[config.mk]
export PLATFORM = sky130hd
export DESIGN_NAME = tmds_rx_decoder
export DESIGN_NICKNAME = d
export VERILOG_FILES = /design/src/rtl/tmds_rx_decoder.sv
export SDC_FILE = /design/constraint.sdc
export NUM_CORES = 1
export LEC_CHECK = 0
export ABC_AREA = 1
export CORE_UTILIZATION = 55
export DETAILED_ROUTE_END_ITERATION = 12
export DONT_BUFFER_PORTS = 1
export PLACE_DENSITY = 0.74
export SETUP_SLACK_MARGIN = 0.05
export SYNTH_ARGS = -nofsm -noshare
export SYNTH_HDL_FRONTEND = slang
export SYNTH_SLANG_ARGS = --single-unit
export TNS_END_PERCENT = 20
[constraint.sdc]
create_clock -name pixel_clk -period 1.28 [get_ports pixel_clk]
set_input_delay 0.128 -clock pixel_clk [delete_from_list [all_inputs] [get_ports pixel_clk]]
set_output_delay 0.128 -clock pixel_clk [all_outputs]
set_load 0.01 [all_outputs]
[src/rtl/tmds_rx_decoder.sv]
// TMDS receive decoder: token/data decode, SEARCH/LOCKED word alignment with bitslip, raster position recovery.
// Optional build macro TMDS_RX_ERRCNT_EN enables the saturating symbol-error counter on err_count.
module tmds_rx_decoder #(
    parameter int H_ACTIVE = 1280,
    parameter int CTRL_RUN = 8,
    parameter int TIMEOUT  = 4096
) (
    input  logic               pixel_clk,
    input  logic               rst_n,
    input  logic [9:0]         tmds_sym [0:2],
    output logic [7:0]         pixel    [0:2],
    output logic               active,
    output logic               hsync,
    output logic               vsync,
    output logic               fsync,
    output logic signed [11:0] hpos,
    output logic signed [11:0] vpos,
    output logic               locked,
    output logic               bitslip,
    output logic               sym_err,
    output logic [15:0]        err_count
);
    localparam int TW = $clog2(TIMEOUT + 1);
    localparam int RW = $clog2(CTRL_RUN + 1);
    localparam logic signed [11:0] POS_MAX = 12'sd2047;

    if (H_ACTIVE < 1 || H_ACTIVE > 2048 || CTRL_RUN < 1 || TIMEOUT < 2) begin : g_param_check
        $error("tmds_rx_decoder: parameter out of range");
    end

    typedef enum logic {SEARCH, LOCKED} state_t;

    function automatic logic is_token(input logic [9:0] q);
        return (q == 10'b1101010100) || (q == 10'b0010101011) ||
               (q == 10'b0101010100) || (q == 10'b1010101011);
    endfunction

    function automatic logic [1:0] token_ctrl(input logic [9:0] q);
        case (q)
            10'b0010101011: return 2'b01;
            10'b0101010100: return 2'b10;
            10'b1010101011: return 2'b11;
            default:        return 2'b00;
        endcase
    endfunction

    function automatic logic [7:0] decode_data(input logic [9:0] q);
        logic [7:0] qm;
        logic [7:0] d;
        qm   = q[9] ? ~q[7:0] : q[7:0];
        d[0] = qm[0];
        for (int unsigned i = 1; i < 8; i++)
            d[i] = q[8] ? (qm[i] ^ qm[i-1]) : ~(qm[i] ^ qm[i-1]);
        return d;
    endfunction

    logic [2:0] in_tok;
    logic [1:0] in_ctrl;
    logic [7:0] in_data [0:2];

    always_comb begin
        for (int unsigned ch = 0; ch < 3; ch++) begin
            in_tok[ch]  = is_token(tmds_sym[ch]);
            in_data[ch] = decode_data(tmds_sym[ch]);
        end
        in_ctrl = token_ctrl(tmds_sym[0]);
    end

    // Alignment FSM
    state_t        state, state_nx;
    logic [TW-1:0] idle_cnt, idle_cnt_nx;
    logic [RW-1:0] run_cnt, run_cnt_nx;
    logic          bitslip_nx;

    always_ff @(posedge pixel_clk) begin
        if (!rst_n) begin
            state    <= SEARCH;
            idle_cnt <= '0;
            run_cnt  <= '0;
            bitslip  <= 1'b0;
        end else begin
            state    <= state_nx;
            idle_cnt <= idle_cnt_nx;
            run_cnt  <= run_cnt_nx;
            bitslip  <= bitslip_nx;
        end
    end

    always_comb begin
        state_nx    = state;
        idle_cnt_nx = idle_cnt;
        run_cnt_nx  = run_cnt;
        bitslip_nx  = 1'b0;
        if (in_tok[0]) begin
            idle_cnt_nx = '0;
            if (state == SEARCH) begin
                if (run_cnt == RW'(CTRL_RUN - 1)) begin
                    state_nx   = LOCKED;
                    run_cnt_nx = '0;
                end else begin
                    run_cnt_nx = run_cnt + 1'b1;
                end
            end
        end else begin
            run_cnt_nx = '0;
            if (idle_cnt == TW'(TIMEOUT - 1)) begin
                idle_cnt_nx = '0;
                if (state == SEARCH) bitslip_nx = 1'b1;
                else                 state_nx   = SEARCH;
            end else begin
                idle_cnt_nx = idle_cnt + 1'b1;
            end
        end
    end

    assign locked = (state == LOCKED);

    // Stage 1: registered decode; syncs latch on channel-0 tokens and hold through data
    logic [2:0] s1_tok;
    logic [7:0] s1_pix [0:2];
    logic       s1_hs, s1_vs;

    always_ff @(posedge pixel_clk) begin
        if (!rst_n) begin
            s1_tok <= '0;
            s1_hs  <= 1'b0;
            s1_vs  <= 1'b0;
            for (int unsigned ch = 0; ch < 3; ch++) s1_pix[ch] <= '0;
        end else begin
            s1_tok <= in_tok;
            for (int unsigned ch = 0; ch < 3; ch++) s1_pix[ch] <= in_data[ch];
            if (in_tok[0]) {s1_vs, s1_hs} <= in_ctrl;
        end
    end

    // Stage 2: lock state here already includes the symbol now in stage 1
    logic act_nx, act_rise, vs_rise, err_nx, v_pend;

    always_comb begin
        act_nx   = locked && !s1_tok[0];
        act_rise = act_nx && !active;
        vs_rise  = s1_vs && !vsync;
        err_nx   = locked && (s1_tok[0] ? !(s1_tok[1] && s1_tok[2]) : (s1_tok[1] || s1_tok[2]));
    end

    always_ff @(posedge pixel_clk) begin
        if (!rst_n) begin
            active  <= 1'b0;
            hsync   <= 1'b0;
            vsync   <= 1'b0;
            fsync   <= 1'b0;
            sym_err <= 1'b0;
            hpos    <= '0;
            vpos    <= '0;
            v_pend  <= 1'b0;
            for (int unsigned ch = 0; ch < 3; ch++) pixel[ch] <= '0;
        end else begin
            active  <= act_nx;
            hsync   <= s1_hs;
            vsync   <= s1_vs;
            fsync   <= vs_rise && locked;
            sym_err <= err_nx;
            for (int unsigned ch = 0; ch < 3; ch++) pixel[ch] <= act_nx ? s1_pix[ch] : '0;
            if (vs_rise) v_pend <= 1'b1;
            // A pending vsync is consumed by the next line start, including one in the same cycle
            if (act_rise) begin
                hpos <= '0;
                if (v_pend || vs_rise) begin
                    vpos   <= '0;
                    v_pend <= 1'b0;
                end else if (vpos != POS_MAX) begin
                    vpos <= vpos + 12'sd1;
                end
            end else if (act_nx && hpos != POS_MAX) begin
                hpos <= hpos + 12'sd1;
            end
        end
    end

`ifdef TMDS_RX_ERRCNT_EN
    always_ff @(posedge pixel_clk) begin
        if (!rst_n)                          err_count <= '0;
        else if (err_nx && err_count != '1)  err_count <= err_count + 16'd1;
    end
`else
    assign err_count = '0;
`endif

endmodule

======== Yosys cells after proc, flatten, opt, wreduce, memory -nomap -nowiden ========
Memories as Yosys holds them, arrays and structs flattened. A register that Yosys moved wholly into a read port is not among the register bits.
Cells that the tools add are included.
word-level totals
  register bits ........................... 54
  memory bits (writable) .................. 24
  input bits .............................. 32
  output and inout port bits .............. 71
  logic and storage cells ................. 161
  memories kept ........................... 1
operators by class
  add/subtract/negate cells ............... 4
  eq/ne operators ......................... 16
  mux-type cells .......................... 42
  bitwise logic cells ..................... 50
  reduce and logical (&&, ||, !) cells .... 33
memories
  name    words  bits a word  rd ports  clocked after Yosys merged registers in  write ports  RTL line  RTL
  s1_pix  3      8            3         3                                        3            120       logic [7:0] s1_pix [0:2];
operator list
  kind                                                   count
  equality test 10 bit, second input constant            6
  two-way mux 8 bit                                      6
  two-way mux 1 bit                                      32
  equality test 10 x 8 -> 1 bit, second input constant   3
  equality test 10 x 9 -> 1 bit, second input constant   3
  adder 12 x 2 -> 12 bit, second input constant          2
  two-way mux 12 bit                                     2
  inequality test 12 bit, second input constant          2
  NOT 8 bit                                              3
  NOT 1 bit                                              23
  bitwise XOR 1 bit                                      21
  adder 13 x 1 -> 13 bit, second input constant          1
  equality test 13 x 12 -> 1 bit, second input constant  1
  logical OR 1 bit                                       11
  logical AND 1 bit                                      7
  zero test 1 bit                                        7
  one-hot mux 2 bit (3 select lines)                     1
  AND reduction 2 bit                                    3
  OR reduction 3 bit                                     2
  adder 4 x 1 -> 4 bit, second input constant            1
  equality test 4 x 3 -> 1 bit, second input constant    1
  two-way mux 4 bit                                      1
  nonzero test 2 bit                                     2
  OR 1 bit                                               3
  OR reduction 2 bit                                     1

======== Logic depth before layout (Yosys ltp) ========
Gate-level depths: netlist of the first run.
  depth in word-level cells ............... 6
  gate-level depth with buffers ........... 10
  mapped depth without buffers ............ 10

======== Least setup slack after synthesis of the first run ========
Ideal clock, no wire load.
  path type ............................... reg2reg
  start ................................... register hpos[0]
  end ..................................... register hpos[0]
  library setup time ...................... 70 ps
  arrival ................................. 1422 ps
  required time ........................... 1210 ps
  setup slack ............................. -212 ps
  cell stages (with the launch flop) ...... 8
  period minus slack after synthesis ...... 1492 ps
  cell sequence ........................... dfxtp_1 ha_1 nand3_1 nor3_4 nand2_2 nand2_4 nand2_1 a21oi_1
between the ends
  word-level cells in the longest chain between the ends .. 2
  elaborated cells on any way between the ends .. 3
  classes of those cells .................. add/sub (1); eq/ne (1); reduce/logical (1)
ends and longest elaborated chain
  item                                                            RTL line  RTL
  start: declaration                                              16        output logic signed [11:0] hpos,
  start signal: assignment                                        175       hpos <= hpos + 12'sd1;
  branches (longest 2 deep; another with adder 12 x 2 -> 12 bit)  -
Several ways; the timed one is not identified.
A chain may end at the register's enable or synchronous reset.

======== Final worst setup path of the first run ========
  start ................................... register hpos[0]
  end ..................................... register hpos[5]
Same word-level chain as after synthesis.

==> results_dict.tcl, run 1 <==
set metrics [dict create \
    status "finished, violations left" \
    violations "hold timing, setup timing" \
    layout_min_cycle_time_ns 1.41 \
    hpwl_microns 7090 \
    critPathMaxFanout 5 \
    period_share_pct 110 \
    drive_gt1_share_pct 20.6 \
    fmax_mhz 708 \
    gp_congestion 0.827 \
    synthesis.instances 636 \
    clk_pin_slew_ns 0.10 \
    ys_types 36 \
    place_ws_ns -0.122 \
    finalPower_mw 5.69 \
    root_buffer "clkbuf_8" \
    internal_power_mw 4.30 \
    io_pins 103 \
    power_frac_clock_pct 34.5 \
    overflow 0 \
    final_cell_mix "nand2_1 (112), nor2_1 (102), inv_1 (93), dfxtp_1 (90), buf_4 (58)" \
    hold_path_depth 2 \
    antenna_found_initial 0 \
    firstDrtPassIters 5 \
    arrival_ns 1.70 \
    cts_buffers 9 \
    finalSetupViolCount 22 \
    powerDensity_mw_per_mm2 937 \
    p_sw_mw 1.38 \
    ir_drop_v 0.000607 \
    synth_top_area_share_pct 44.1 \
    cts_tree "done" \
    drv_slew 0 \
    wl_microns 11400 \
    via_per_inst 5.09 \
    worst-setup-path-type "flop to flop" \
    ctsLongestPathBuffers 2 \
    synth.avg_cell_area_sq_um 7.28 \
    ant_nets 0 \
    clock_skew_ns 0.00482 \
    netSwitchingFraction_pct 24.4 \
    required_ns 1.57 \
    num_rows 33 \
    start_kind "flop" \
    rsz0062_at_grt "true" \
    finalWorstSetupSlack_ns -0.133 \
    grt_pass1_vias 4183 \
    yosysWarnings 0 \
    fin_area_sq_mm 0.00607 \
    h-tree-depth 3 \
    final_net_count 783 \
    critPathCaptureType "flop" \
    min_from "rst_n" \
    die_w_microns 93.7 \
    yosysTopAreaCell "dfxtp_1" \
    port-buffer-count 0 \
    final_common_cell "nand2_1" \
    ff2ff_path_depth 7 \
    fp.dieH_microns 93.7 \
    track_usage_pct 25.9 \
    finalSetupTns_ns -1.31 \
    drc 0 \
    holdCritPathClass "primary input to flop" \
    grt_start_max_net_pins 36 \
    ys_top_cells_by_area "dfxtp_1 (44%), nand2_1 (9.6%), nor2_1 (8.8%)" \
    clkSinkCount 102 \
    clk-insertion-delay-late_ns 0.36 \
    rrSetupSlack_ns -0.13 \
    holdPathEnd "vpos[6]$_SDFFE_PN0P_" \
    postPlaceCellArea_sq_mm 0.00510 \
    finalHoldViolations 28 \
    syn_to_final_growth_pct 31.2 \
    grt_pass1_wl_microns 17900 \
    dieArea_sq_mm 0.00878 \
    power_frac_seq_pct 57.4 \
    reg2reg_to "hpos[5]$_SDFFE_PP0P_" \
    post_drt_wl_per_cell_microns 13.4 \
    core_sq_mm 0.00818 \
    drt_first_iter_violations 158 \
    n_antenna_cell 0 \
    syn_area_sq_mm 0.00463 \
    seq_area_frac_synth_pct 44.1 \
    power.leakage_nw 2.71 \
    ys_ff_latch 102 \
    num_vias 4356 \
    pwr-share-comb_pct 8.2 \
    r2r_start "hpos[0]$_SDFFE_PP0P_" \
    drv_cap 0 \
    start_util_pct 56.6 \
    holdWs_ns -0.118 \
]
[layer usage]
layer | wire length (microns) | global-route usage [%] | vias to the layer above
met5 | 0 | 0 | -
met4 | 341 | 11.4 | 0
met3 | 680 | 5.58 | 41
met2 | 5880 | 48.3 | 156
met1 | 4530 | 27.7 | 2012
li1 | - | - | 2147
[worst max path at each step]
stage / startpoint / endpoint / slack [ns]
after floorplan: vpos[1]$_SDFFE_PN0P_ / vpos[0]$_SDFFE_PN0P_ / -0.02
after global placement: vpos[1]$_SDFFE_PN0P_ / vpos[1]$_SDFFE_PN0P_ / -0.09
after detailed placement: hpos[1]$_SDFFE_PP0P_ / hpos[2]$_SDFFE_PP0P_ / -0.12
after CTS: vpos[1]$_SDFFE_PN0P_ / vpos[6]$_SDFFE_PN0P_ / -0.06
after global routing: vpos[1]$_SDFFE_PN0P_ / vpos[6]$_SDFFE_PN0P_ / -0.18
final: hpos[0]$_SDFFE_PP0P_ / hpos[5]$_SDFFE_PP0P_ / -0.13
[worst max-delay path: stages (launching register included)]
cell and delay [ns]:
dfxtp_4 0.36, ha_4 0.17, nand3_4 0.07, nor3_4 0.06, buf_4 0.15, a21oi_2 0.25, nand2_1 0.10, a21oi_1 0.18
[through the flow]
step	std cells	util (%)
4_1_cts	851	72.1
2_1_floorplan	651	-
3_5_place_dp	784	62.4
6_report	856	74.3
5_1_grt	856	74.3
3_3_place_gp	784	62.4
[layout make-up]
class / instances / area, sq um
multi-input cells: 420 / 2290
fillers: 605 / 2100
flip-flops and latches: 102 / 2070
repair buffers: 113 / 1010
inverters: 101 / 383
clock buffers: 10 / 149
well taps: 105 / 131
clock inverters: 5 / 40.0
[cells in the mapped netlist, drive strengths merged]
master / count
ha: 4
clkbuf: 3
nand3b: 2
a21oi: 35
o21ai: 25
o21bai: 1
buf: 27
inv: 101
nand2: 124
xor2: 17
nand3: 41
conb: 1
or2: 1
nor3b: 2
nor2: 113
nand4: 10
dfxtp: 102
nor3: 13
and2: 1
and3: 1
xnor2: 12
[flip-flops by register name, summed over array words and instances, names as in the netlist]
signal,cells
run_cnt,4
active,1
s1_pix,24
locked,1
bitslip,1
pixel,24
fsync,1
vsync,1
hpos,12
v_pend,1
s1_tok,3
vpos,12
s1_hs,1
sym_err,1
hsync,1
s1_vs,1
idle_cnt,13
[power groups by stage]
stage	Sequential, mW	Clock [mW]	Combinational [mW]
after floorplan	3.33	0	0.281
after detailed placement	3.33	0	0.275
after CTS	3.26	2.00	0.414
final	3.26	1.96	0.464
after global routing	3.27	2.12	0.517
after global placement	3.33	0	0.265
[logic make-up after synthesis]
family | share of synthesized area (%)
fa+ha+maj | 1.08
buf+inv | 12.7
other cells | 0.0810
simple gates | 29.7
xor+xnor | 5.49
flops | 44.1
compound gates | 6.81
[timing repair]
action,CTS,global route
pin swaps,13,12
buffers inserted,4,1
endpoints found under the hold margin,62,25
hold buffers,47,3
cloned,1,1
gates resized for setup,18,45
setup endpoints to repair,38,50
Note: power is estimated with default switching activity, not from simulation.
==> inputs of run 2 (changes only) <==
--- a/config.mk
+++ b/config.mk
@@ -9,7 +9,7 @@
 export CORE_UTILIZATION = 55
 export DETAILED_ROUTE_END_ITERATION = 12
 export DONT_BUFFER_PORTS = 1
-export PLACE_DENSITY = 0.74
+export PLACE_DENSITY = 0.73
 export SETUP_SLACK_MARGIN = 0.05
 export SYNTH_ARGS = -nofsm -noshare
 export SYNTH_HDL_FRONTEND = slang
==> run 2 against run 1 <==
Net effect: the run ends with setup timing left; final area shrank 4.2%; hold slack better by 0.13 ns; wire length down 6.7%; via count down 4.0%; largest power group unchanged.
==> results_dict.tcl, run 2 (synthesized netlist as in run 1, its figures left out) <==
set metrics [dict create \
    critPathCaptureType "flop" \
    syn_to_final_growth_pct 25.8 \
    arrival_ns 1.63 \
    power.leakage_nw 2.61 \
    finalSetupViolCount 19 \
    violations "setup timing" \
    num_rows 33 \
    wl_microns 10700 \
    hpwl_microns 6940 \
    start_kind "flop" \
    final_net_count 757 \
    drc 0 \
    n_antenna_cell 0 \
    track_usage_pct 25.1 \
    drv_cap 0 \
    ctsLongestPathBuffers 2 \
    grt_pass1_wl_microns 17400 \
    worst-setup-path-type "flop to flop" \
    final_common_cell "nand2_1" \
    register_area_sq_mm 0.00207 \
    holdCritPathClass "primary input to flop" \
    post_drt_wl_per_cell_microns 12.8 \
    top_regs "pixel x24, s1_pix x24, idle_cnt x13" \
    clkSinkCount 102 \
    via_per_inst 5.03 \
    fillCellCount 665 \
    fmax_mhz 728 \
    powerDensity_mw_per_mm2 959 \
    die_w_microns 93.7 \
    drv_slew 0 \
    critPathMaxFanout 7 \
    gp_congestion 0.850 \
    overflow 0 \
    grt_pass1_vias 4066 \
    num_vias 4181 \
    layout_min_cycle_time_ns 1.37 \
    final_cell_mix "nand2_1 (114), nor2_1 (100), inv_1 (94), dfxtp_1 (89), buf_4 (53)" \
    holdWs_ns 0.0117 \
    ant_nets 0 \
    final_core_util_pct 71.2 \
    firstDrtPassIters 5 \
    port-buffer-count 0 \
    finalWorstSetupSlack_ns -0.0931 \
    finalHoldViolations 0 \
    clk-insertion-delay-late_ns 0.35 \
    antenna_found_initial 0 \
    critPathSlowestCell "dfxtp_4" \
    cts_tree "done" \
    core_sq_mm 0.00818 \
    drive_gt1_share_pct 20.5 \
    rsz0062_at_grt "true" \
    cpPeakStageDelay_ns 0.38 \
    clock_skew_ns 0.0123 \
    period_share_pct 107 \
    h-tree-depth 3 \
    dieArea_sq_mm 0.00878 \
    cp_common_cell "nand2_4" \
    cts_buffers 9 \
    clk_pin_slew_ns 0.10 \
    status "finished, violations left" \
    required_ns 1.54 \
    fp.dieH_microns 93.7 \
    crit_chain "ha_4 > nand2_4 > inv_4 > nand2_4 > nor2_8 > nand3_4 > nand2_4 > inv_6 > nor2_4 > nor2_1" \
    multi_input_area_sq_mm 0.00229 \
    io_pins 103 \
    root_buffer "clkbuf_8" \
    start_util_pct 56.6 \
    grt_start_max_net_pins 36 \
    ir_drop_v 0.000946 \
    drt_first_iter_violations 184 \
]
## run 2: cell count changes in the layout (fill, tap and decap cells not counted), moves of 3 or more
cell           delta
clkinvlp_4        -3
a21oi_1           +3
inv_6             +3
dlygate4sd3_1    -21
nor2_2            +3
buf_4             -5
nor3_2            +3
a21oi_2           -4
## run 2: layout make-up
type,instances,area share (%)
multi-input combinational,421,39.3
sequential,102,35.6
timing repair buffer,86,13.0
inverter,101,6.64
clock buffer,10,2.37
tap,105,2.26
clock inverter,6,0.882
## run 2: timing repair
action,in CTS,in global routing
pin swaps,10,14
hold endpoints to repair,61,0
buffers inserted,6,0
setup endpoints to repair,39,44
resized for setup,21,37
hold buffers,28,0
gates cloned,3,0
## run 2: worst max-delay path: cells and delay by family (launching register included)
kind	cells	cell delay [ns]
flops	1	0.38
buf+inv	2	0.12
fa+ha+maj	1	0.15
simple gates	7	0.64
## run 2: report_power, final
part | switching (mW) | leakage, nW | internal [mW] | total [mW]
clock network | 1.12 | 0.0996 | 0.796 | 1.92
registers | 0.0268 | 0.837 | 3.24 | 3.26
logic | 0.228 | 1.67 | 0.170 | 0.398
total | 1.37 | 2.61 | 4.20 | 5.58
## run 2: per-layer routing
layer | part of all wire, % | routed length, microns | track usage, % | vias to the layer above
met5 | 0 | 0 | 0 | -
met1 | 41 | 4400 | 28.5 | 1903
met4 | 2.5 | 262 | 11.0 | 0
met2 | 51 | 5450 | 44.9 | 138
met3 | 5.2 | 552 | 5.50 | 27
li1 | - | - | - | 2113
## run 2: stage by stage
step                total power [mW]  cell area, sq um  worst slack [ns]  TNS [ns]  instances
floorplan                       3.61              4750           -0.0179    -0.157        651
global placement                3.59              5070           -0.0663    -0.584        778
finish                          5.58              5820           -0.0931    -0.779        831
global route                    5.81              5820            -0.156     -3.10        831
CTS                             5.61              5700           -0.0669    -0.724        831
detailed placement              3.60              5070            -0.110     -2.29        778
## run 2: path summary, 6_finish.rpt
path	slack [ns]	to	startpoint	cells after the start
setup / recovery	-0.09	vpos[0]$_SDFFE_PN0P_	vpos[1]$_SDFFE_PN0P_	10
hold / removal	0.01	s1_tok[2]$_SDFF_PN0_	tmds_sym[3]	3
setup reg to reg	-0.09	vpos[0]$_SDFFE_PN0P_	vpos[1]$_SDFFE_PN0P_	10
hold reg to reg	0.41	pixel[23]$_SDFF_PN0_	s1_pix[0][7]$_SDFF_PN0_	2
==> inputs of run 3 (changes only) <==
--- a/config.mk
+++ b/config.mk
@@ -11,6 +11,7 @@
 export DONT_BUFFER_PORTS = 1
 export PLACE_DENSITY = 0.73
 export SETUP_SLACK_MARGIN = 0.05
+export SLEW_MARGIN = 15
 export SYNTH_ARGS = -nofsm -noshare
 export SYNTH_HDL_FRONTEND = slang
 export SYNTH_SLANG_ARGS = --single-unit
==> results of run 3 <==
No change in the layout: final DEF, timing and power equal those of run 2.
